File: config.mk
export PLATFORM = sky130hd
export DESIGN_NAME = band_gain_mixer_flat
export DESIGN_NICKNAME = d
export VERILOG_FILES = /design/src/rtl/band_gain_mixer_if.sv /design/src/rtl/band_gain_mixer.sv /design/src/flat_wrapper.sv
export SDC_FILE = /design/constraint.sdc
export NUM_CORES = 1
export LEC_CHECK = 0
export BUFFER_PORTS_ARGS = -buffer_cell sky130_fd_sc_hd__buf_2
export CAP_MARGIN = 20
export CORE_MARGIN = 2
export CORE_UTILIZATION = 39
export CTS_CLUSTER_DIAMETER = 60
export CTS_CLUSTER_SIZE = 30
export DETAILED_ROUTE_END_ITERATION = 10
export PLACE_DENSITY = 0.68
export RECOVER_POWER = 100
export SETUP_SLACK_MARGIN = 0.02
export SYNTH_ARGS = -nofsm -noshare
export SYNTH_HDL_FRONTEND = slang
export SYNTH_SLANG_ARGS = --single-unit
export TNS_END_PERCENT = 10
File: constraint.sdc
create_clock -name clk -period 7.6 [get_ports clk]
set_input_delay 1.52 -clock clk [delete_from_list [all_inputs] [get_ports clk]]
set_output_delay 1.52 -clock clk [all_outputs]
set_load 0.05 [all_outputs]
File: src/rtl/band_gain_mixer_if.sv
// Sample/gain bus between the filter bank side and the band gain mixer.
// The master drives the strobe, band samples, gain codes and mute; the mixer
// (slave) returns the mixed sample together with its status flags.
interface band_gain_mixer_if #(
  parameter int SIZE = 22,
  parameter int GW   = 4
);
  logic            EN;
  logic [SIZE-1:0] y1;
  logic [SIZE-1:0] y2;
  logic [SIZE-1:0] y3;
  logic [GW-1:0]   g1;
  logic [GW-1:0]   g2;
  logic [GW-1:0]   g3;
  logic            mute;
  logic [SIZE-1:0] y;
  logic            valid;
  logic            sat;
  logic            busy;
  logic            ovr;

  modport master (
    output EN, y1, y2, y3, g1, g2, g3, mute,
    input  y, valid, sat, busy, ovr
  );

  modport slave (
    input  EN, y1, y2, y3, g1, g2, g3, mute,
    output y, valid, sat, busy, ovr
  );
endinterface

File: src/rtl/band_gain_mixer.sv
// Equalizer output stage: weights the three filter-bank bands by unsigned
// gain codes (code/8), sums them and saturates to the sample format.
// One multiplier is shared across the bands, sequenced by a 5-state FSM,
// so a new sample can be accepted every 5 clocks.
module band_gain_mixer #(
  parameter int SIGN = 1,
  parameter int PF   = 14,
  parameter int MAG  = 7,
  parameter int GW   = 4
) (
  input  logic           clk,
  input  logic           rst,
  band_gain_mixer_if.slave bus
);
  localparam int SIZE   = SIGN + PF + MAG;
  localparam int ACC_W  = SIZE + GW + 3;
  localparam int PROD_W = SIZE + GW + 1;

  localparam logic signed [ACC_W-1:0] R_MAX = ACC_W'((2 ** (SIZE - 1)) - 1);
  localparam logic signed [ACC_W-1:0] R_MIN = ~R_MAX;
  localparam logic [SIZE-1:0] Y_MAX = {1'b0, {(SIZE - 1){1'b1}}};
  localparam logic [SIZE-1:0] Y_MIN = {1'b1, {(SIZE - 1){1'b0}}};

  typedef enum logic [2:0] {IDLE, MAC1, MAC2, MAC3, OUT} state_t;

  // Inputs captured on the accepting strobe; the bus may change afterwards.
  typedef struct packed {
    logic [2:0][SIZE-1:0] ys;
    logic [2:0][GW-1:0]   gs;
    logic                 mute;
  } snap_t;

  state_t                   state, state_nxt;
  snap_t                    snap;
  logic signed [ACC_W-1:0]  acc;
  logic signed [SIZE-1:0]   ys_sel;
  logic signed [GW:0]       gs_ext;
  logic signed [PROD_W-1:0] prod;
  logic signed [ACC_W-1:0]  acc_nxt;
  logic signed [ACC_W-1:0]  r;
  logic [SIZE-1:0]          y_res;
  logic                     sat_res;
  logic [SIZE-1:0]          y_q;
  logic                     valid_q;
  logic                     sat_q;
  logic                     ovr_q;

  // State register.
  always_ff @(posedge clk) begin
    if (rst) state <= IDLE;
    else     state <= state_nxt;
  end

  // Fixed walk through the three MAC steps once a strobe is accepted.
  always_comb begin
    state_nxt = state;
    case (state)
      IDLE:    if (bus.EN) state_nxt = MAC1;
      MAC1:    state_nxt = MAC2;
      MAC2:    state_nxt = MAC3;
      MAC3:    state_nxt = OUT;
      OUT:     state_nxt = IDLE;
      default: state_nxt = IDLE;
    endcase
  end

  // Steer the shared multiplier to the band belonging to the current MAC step.
  always_comb begin
    ys_sel = '0;
    gs_ext = '0;
    case (state)
      MAC1: begin ys_sel = snap.ys[0]; gs_ext = {1'b0, snap.gs[0]}; end
      MAC2: begin ys_sel = snap.ys[1]; gs_ext = {1'b0, snap.gs[1]}; end
      MAC3: begin ys_sel = snap.ys[2]; gs_ext = {1'b0, snap.gs[2]}; end
      default: ;
    endcase
    // Product of a SIZE-bit sample and a 0..15 gain always fits in PROD_W.
    prod    = PROD_W'(ys_sel) * PROD_W'(gs_ext);
    acc_nxt = acc + ACC_W'(prod);
  end

  // Scale by 1/8 (floor) and clip into the sample range; mute overrides.
  always_comb begin
    r       = acc >>> 3;
    y_res   = r[SIZE-1:0];
    sat_res = 1'b0;
    if (r > R_MAX) begin
      y_res   = Y_MAX;
      sat_res = 1'b1;
    end else if (r < R_MIN) begin
      y_res   = Y_MIN;
      sat_res = 1'b1;
    end
    if (snap.mute) begin
      y_res   = '0;
      sat_res = 1'b0;
    end
  end

  // Snapshot, accumulate, publish the result and track overrun strobes.
  always_ff @(posedge clk) begin
    if (rst) begin
      snap    <= '0;
      acc     <= '0;
      y_q     <= '0;
      valid_q <= 1'b0;
      sat_q   <= 1'b0;
      ovr_q   <= 1'b0;
    end else begin
      valid_q <= 1'b0;
      sat_q   <= 1'b0;
      if (bus.EN && state != IDLE) ovr_q <= 1'b1;
      case (state)
        IDLE: if (bus.EN) begin
          snap.ys   <= {bus.y3, bus.y2, bus.y1};
          snap.gs   <= {bus.g3, bus.g2, bus.g1};
          snap.mute <= bus.mute;
          acc       <= '0;
        end
        MAC1, MAC2, MAC3: acc <= acc_nxt;
        OUT: begin
          y_q     <= y_res;
          sat_q   <= sat_res;
          valid_q <= 1'b1;
        end
        default: ;
      endcase
    end
  end

  assign bus.y     = y_q;
  assign bus.valid = valid_q;
  assign bus.sat   = sat_q;
  assign bus.ovr   = ovr_q;
  assign bus.busy  = (state != IDLE);
endmodule

File: src/flat_wrapper.sv
// flat-port wrapper written by rule: the top's interface ports become plain ports
module band_gain_mixer_flat 
#(
  parameter int SIGN = 1,
  parameter int PF   = 14,
  parameter int MAG  = 7,
  parameter int GW   = 4
)
  (clk, rst, bus_EN, bus_y1, bus_y2, bus_y3, bus_g1, bus_g2, bus_g3, bus_mute, bus_y, bus_valid, bus_sat, bus_busy, bus_ovr);
  band_gain_mixer_if #(.GW(GW)) bus_i ();
  input  logic clk;
  input  logic rst;
  input wire logic [$bits(bus_i.EN)-1:0] bus_EN;
  input wire logic [$bits(bus_i.y1)-1:0] bus_y1;
  input wire logic [$bits(bus_i.y2)-1:0] bus_y2;
  input wire logic [$bits(bus_i.y3)-1:0] bus_y3;
  input wire logic [$bits(bus_i.g1)-1:0] bus_g1;
  input wire logic [$bits(bus_i.g2)-1:0] bus_g2;
  input wire logic [$bits(bus_i.g3)-1:0] bus_g3;
  input wire logic [$bits(bus_i.mute)-1:0] bus_mute;
  output wire logic [$bits(bus_i.y)-1:0] bus_y;
  output wire logic [$bits(bus_i.valid)-1:0] bus_valid;
  output wire logic [$bits(bus_i.sat)-1:0] bus_sat;
  output wire logic [$bits(bus_i.busy)-1:0] bus_busy;
  output wire logic [$bits(bus_i.ovr)-1:0] bus_ovr;
  assign bus_i.EN = bus_EN;
  assign bus_i.y1 = bus_y1;
  assign bus_i.y2 = bus_y2;
  assign bus_i.y3 = bus_y3;
  assign bus_i.g1 = bus_g1;
  assign bus_i.g2 = bus_g2;
  assign bus_i.g3 = bus_g3;
  assign bus_i.mute = bus_mute;
  assign bus_y = bus_i.y;
  assign bus_valid = bus_i.valid;
  assign bus_sat = bus_i.sat;
  assign bus_busy = bus_i.busy;
  assign bus_ovr = bus_i.ovr;
  band_gain_mixer #(.SIGN(SIGN), .PF(PF), .MAG(MAG), .GW(GW)) u_core (.clk(clk), .rst(rst), .bus(bus_i));
endmodule
Word level (Yosys, flattened, before mapping)
Index checks and enable logic that the tools add are counted.

operators by class
  $add $sub $neg = 1
  multipliers = 1
  $lt $le $gt $ge = 2
  equality and inequality tests = 5
  multiplexer cells = 12
  bitwise gates (word level) = 1
  reductions and logical operators = 8

operators by type and width
  operator              number
  $mux 22               3
  $pmux 22 s3           1
  $pmux 29 s2           1
  $add 29x27->29        1
  $mux 29               1
  $mul 22x5->27         1
  $gt 26x22->1 const B  1
  $lt 26x22->1 const B  1
  $pmux 3 s4            1
  $pmux 4 s3            1
  $eq 3x2->1 const B    2
  $reduce_or 3->1       2
  $reduce_and 2->1      2
  $eq 3x1->1 const B    1
  $eq 3x3->1 const B    1
  $logic_not 3->1       1
  $mux 1                3
  $mux 3                1
  $reduce_bool 3->1     1
  $ne 2x2->1 const B    1
  $reduce_bool 2->1     1
  $logic_and 1x1->1     1
  $not 1->1             1

storage, ports and cells
  register bits after elaboration = 136
  input bits = 82
  output and inout bits = 26
  word-level logic and storage cells = 43

Longest topological paths before layout
  depth in word-level cells = 5
  mapped depth = 21
  gate-level depth less buffers = 18

Worst setup path before layout
OpenSTA, ideal clock, no wires.

  path kind = reg2reg
  start point = register u_core.state[1]
  end point = register u_core.acc[28]
  setup time = 0.117 ns
  data arrival time = 5.220 ns
  data required time = 7.483 ns
  path slack = 2.262 ns
  cell stages (with the launch flop) = 22
  path buffers = 4
  clock period less this slack = 5.338 ns
  path through = dfxtp_1 -> clkbuf_1 -> buf_2 -> nor2b_1 -> clkbuf_1 -> a22oi_1 -> or2_2 -> nor2_1 -> fa_1 -> fa_1 -> inv_1 -> fa_1 -> inv_1 -> ha_1 -> buf_6 -> a21oi_4 -> o21bai_1 -> a21o_1 -> a31o_1 -> a221o_1 -> or3_1 -> a32o_1

between the ends
  cells in the longest elaborated chain, start to end = 5
  elaborated cells on any way between the ends = 13
  those cells by class = 1 x add/sub; 1 x mul; 4 x eq/ne; 3 x mux; 4 x reduce/logical

ends and longest elaborated chain
  what                                       line                                           text
  start, declared                            band_gain_mixer.sv:33                          state_t state, state_nxt;
  start signal, assigned                     band_gain_mixer.sv:51                          else state <= state_nxt;
  $eq 3x2->1 or $eq 3x1->1 (tied branches)   band_gain_mixer.sv:71, band_gain_mixer.sv:113
  $pmux 22 s3 or $pmux 4 s3 (tied branches)  band_gain_mixer.sv:71                          case (state)
  $mul 22x5->27                              band_gain_mixer.sv:78                          prod = PROD_W'(ys_sel) * PROD_W'(gs_ext);
  $add 29x27->29                             band_gain_mixer.sv:79                          acc_nxt = acc + ACC_W'(prod);
  $pmux 29 s2                                band_gain_mixer.sv:113                         case (state)
  end signal, assigned                       band_gain_mixer.sv:120                         MAC1, MAC2, MAC3: acc <= acc_nxt;
  end, declared                              band_gain_mixer.sv:35                          logic signed [ACC_W-1:0] acc;

Parallel ways exist; a longest one is shown, timed or not.
A chain may end at the register's enable or synchronous reset.

Worst setup path after layout
  start point = register u_core.state[1]
  end point = register u_core.acc[23]

The elaborated chain is that of the path after synthesis.

==> summary.md <==
| Metric | Value |
|---|---|
| Final period util | `0.855` |
| EDFF count, synth | `0` |
| Hold Fails Final Rpt | `0` |
| CTS tree | `done` |
| Yosys top cell area share | `0.286` |
| Main synth FF type | `dfxtp_1` |
| Port Buffers | `107` |
| Syn Area/Cell | `8.04 um^2` |
| Synth Register Bits | `about 140` |
| Largest net degree at the start of global routing | `80` |
| 1st-iter DRT viols | `653` |
| Die extent in y | `160 um` |
| Sinks on Clock Net | `136` |
| Non-Filler Instances | `1592` |
| Design Area, Final | `0.0108 mm^2` |
| Wirelength per Cell | `14.9 um` |
| Failing checks | `capacitance limit, slew limit` |
| DR pass1 iterations | `6` |
| Clock slew at reported path FFs | `0.07 ns` |
| First-pass GRT wire length | `40.2 mm` |
| CP Capture Point | `u_core.acc[23]` |
| Layout Skew | `0.0149 ns` |
| Worst Path Max Fanout | `33` |
| Detailed placement HPWL | `18.0 mm` |
| Nets | `1469` |
| Core area | `0.0241 mm^2` |
| Placed instance count | `1559` |
| Drt total wl | `23.8 mm` |
| Total power | `roughly 1800 uW` |
| H-tree depth | `4` |
| Slew margin rel. | `-1.08` |
| Sequential share of the synthesized area | `0.286` |
| Gate Count Post-Synth | `around 1200` |
| Avg Vias per Cell | `~5.0` |
| Cts-stage hold buffer count | `0` |
| Commonest cells in the netlist | `nand2_1 (210), inv_1 (137), dfxtp_1 (136), a21oi_1 (133), nor2_1 (106)` |
| WS Path Type | `reg -> reg` |
| Io pins | `around 110` |
| Crit path from | `u_core.state[1]` |
| Minimum clock period | `about 6.5 ns` |
| Antenna Cells | `0` |
| GP Congestion | `roughly 0.86` |
| PostCTS Resize Cnt | `0` |
| PnR worst setup slack | `1.10 ns` |
| Setup violators final | `0` |
| RSZ-0062 raised after global routing | `false` |
| Fmax | `154 MHz` |
| Post-synth top area cell | `dfxtp_1` |
| Syn nets | `1397` |
| Die Area | `around 0.026 mm^2` |
| Worst reg-to-reg setup slack | `1.10 ns` |
| Synth cell types | `54` |
| Postcts setup bufs | `0` |
| Antenna violations before repair | `0` |
| DRC | `0` |
| Global Route met3 Usage | `0.0395` |
| Worst Path Required | `roughly 7.9 ns` |
| Worst setup EP type | `flip-flop` |
| Global route hottest layer | `met2` |
| Post-Syn Area | `~0.0095 mm^2` |
| Worst hold-check path type | `reg -> reg` |
| Asr flop ratio synth | `0` |
| Worst slack, placed | `1.71 ns` |
| Area delta synth->final | `13.7%` |
| Most frequent cell after synthesis | `nand2_1` |
| FF-to-FF Start | `u_core.state[1]` |
| Synth area leaders | `dfxtp_1 (29%), fa_1 (16%), nand2_1 (8.3%)` |
| All-Layer GR Usage | `0.194` |
| Maxcap violations | `2` |
| Row cnt | `57` |
| Root Buffer | `clkbuf_16` |
| Pleak | `slightly below 0.005 uW` |
| R2R cell count | `19` |
| GRT overflow | `0` |
| M1 GR Usage | `0.280` |
| Startpoint Class | `flip-flop` |
| Arrival @ worst endpoint | `between 6 and 7 ns` |
| Post-route antenna net violation count | `0` |
| Cts bufs inserted | `17` |
| Insertion delay to the later sink of the worst-skew pair | `0.43 ns` |
| Max Root-Sink Buffers | `2` |
| Slew Limit Fails | `124` |
| Number of warnings issued by yosys | `0` |
| Die extent in x | `160 um` |
| GR Util met2 | `0.299` |
| Status | `finished, violations left` |
| Capturing point of the worst reg2reg path | `u_core.acc[23]` |
| Setup tns final | `0 ns` |
| Peak VDD IR | `99.8 uV` |
| Tightest Pin Transition | `3.12 ns` |
| Vias in the first global route | `7855` |
| Vias | `8002` |
| Cell area power density | `166 mW/mm^2` |
| Area post-placement | `~0.010 mm^2` |
| Fraction of layout cells with a size suffix above 1 | `0.144` |
| Initial core utilization | `0.395` |
## power breakdown
part / switching [uW] / total [uW] / internal (uW)
Sequential: 17.7 / 763 / 745
Combinational: 134 / 204 / 70.4
Clock: 362 / 827 / 466
## worst max-delay path: stages, from the launching register on
cell and delay (ns):
dfxtp_1 0.31, buf_4 0.34, nor2b_1 0.46, clkbuf_1 0.54, a22oi_1 0.20, or2_2 0.35, nor2_1 0.16, fa_1 0.46
fa_1 0.49, inv_1 0.05, fa_1 0.52, inv_1 0.05, ha_1 0.36, and3_1 0.20, o21ai_0 0.28, and3b_1 0.26
nor4b_1 0.64, o311ai_2 0.25, a21o_1 0.20, a32o_1 0.25
## registers in the layout (all words and copies together), names as in the netlist
name	flops
u_core.snap	79
u_core.acc	29
u_core.bus.y	22
u_core.state	3
u_core.bus.ovr	1
u_core.bus.sat	1
u_core.bus.valid	1
## through the flow
stage                util  hold slack, ns
global placement    0.427           0.437
detailed placement  0.427           0.443
global route        0.449           0.466
floorplan               -           0.433
finish              0.449           0.449
CTS                 0.451           0.450
## per-layer routing
metal | routed length, um | vias to the layer above
met5 | 0 | -
met4 | 245 | 0
met3 | 1640 | 18
met2 | 10200 | 249
met1 | 11700 | 3713
li1 | - | 4022
## cells in the final DEF (no fill, tap or decap), types with 8 or more instances in the layout
master,n
nand2_1,209
inv_1,137
dfxtp_1,136
a21oi_1,133
nor2_1,105
buf_2,81
fa_1,74
ha_1,58
o21ai_0,35
clkbuf_1,30
or2_2,29
mux2_2,26
a22oi_1,25
clkbuf_16,17
a21o_1,13
nand3_1,13
xnor2_1,11
a22o_1,9
or3_1,8
buf_4,8
## how the worst min path moves through the flow
stage	from	to	slack, ns	cells past startpoint
3_5_place_dp	u_core.bus.y[1]	u_core.bus.y[1]	0.44	2
4_1_cts	u_core.bus.y[8]	u_core.bus.y[8]	0.45	2
2_1_floorplan	u_core.snap[10]	u_core.snap[10]	0.43	2
3_3_place_gp	u_core.bus.y[8]	u_core.bus.y[8]	0.44	2
5_1_grt	u_core.bus.y[19]	u_core.bus.y[19]	0.47	2
6_report	u_core.bus.y[7]	u_core.bus.y[7]	0.45	2
## layout make-up
cell class                      count  area, um^2
Inverter                          137         514
Tap cell                          324         405
Multi-Input combinational cell    845        6020
Clock inverter                     14         153
Sequential cell                   136        2720
Clock buffer                       18         429
Timing Repair Buffer              118         574
Fill cell                        2452       13300
## kinds of logic (layout without fill, tap and decap cells)
group	after synthesis	count (layout)	synth area share
adders and majority gates	132	132	0.232
xor gates and xnor gates	18	18	0.0166
and+or+nand+nor	403	403	0.181
buffers and inverters	202	287	0.0809
AOI/OAI and AO/OA	266	266	0.172
muxes	26	26	0.0308
DFF	136	136	0.286
(Power assumes the default switching activity.)
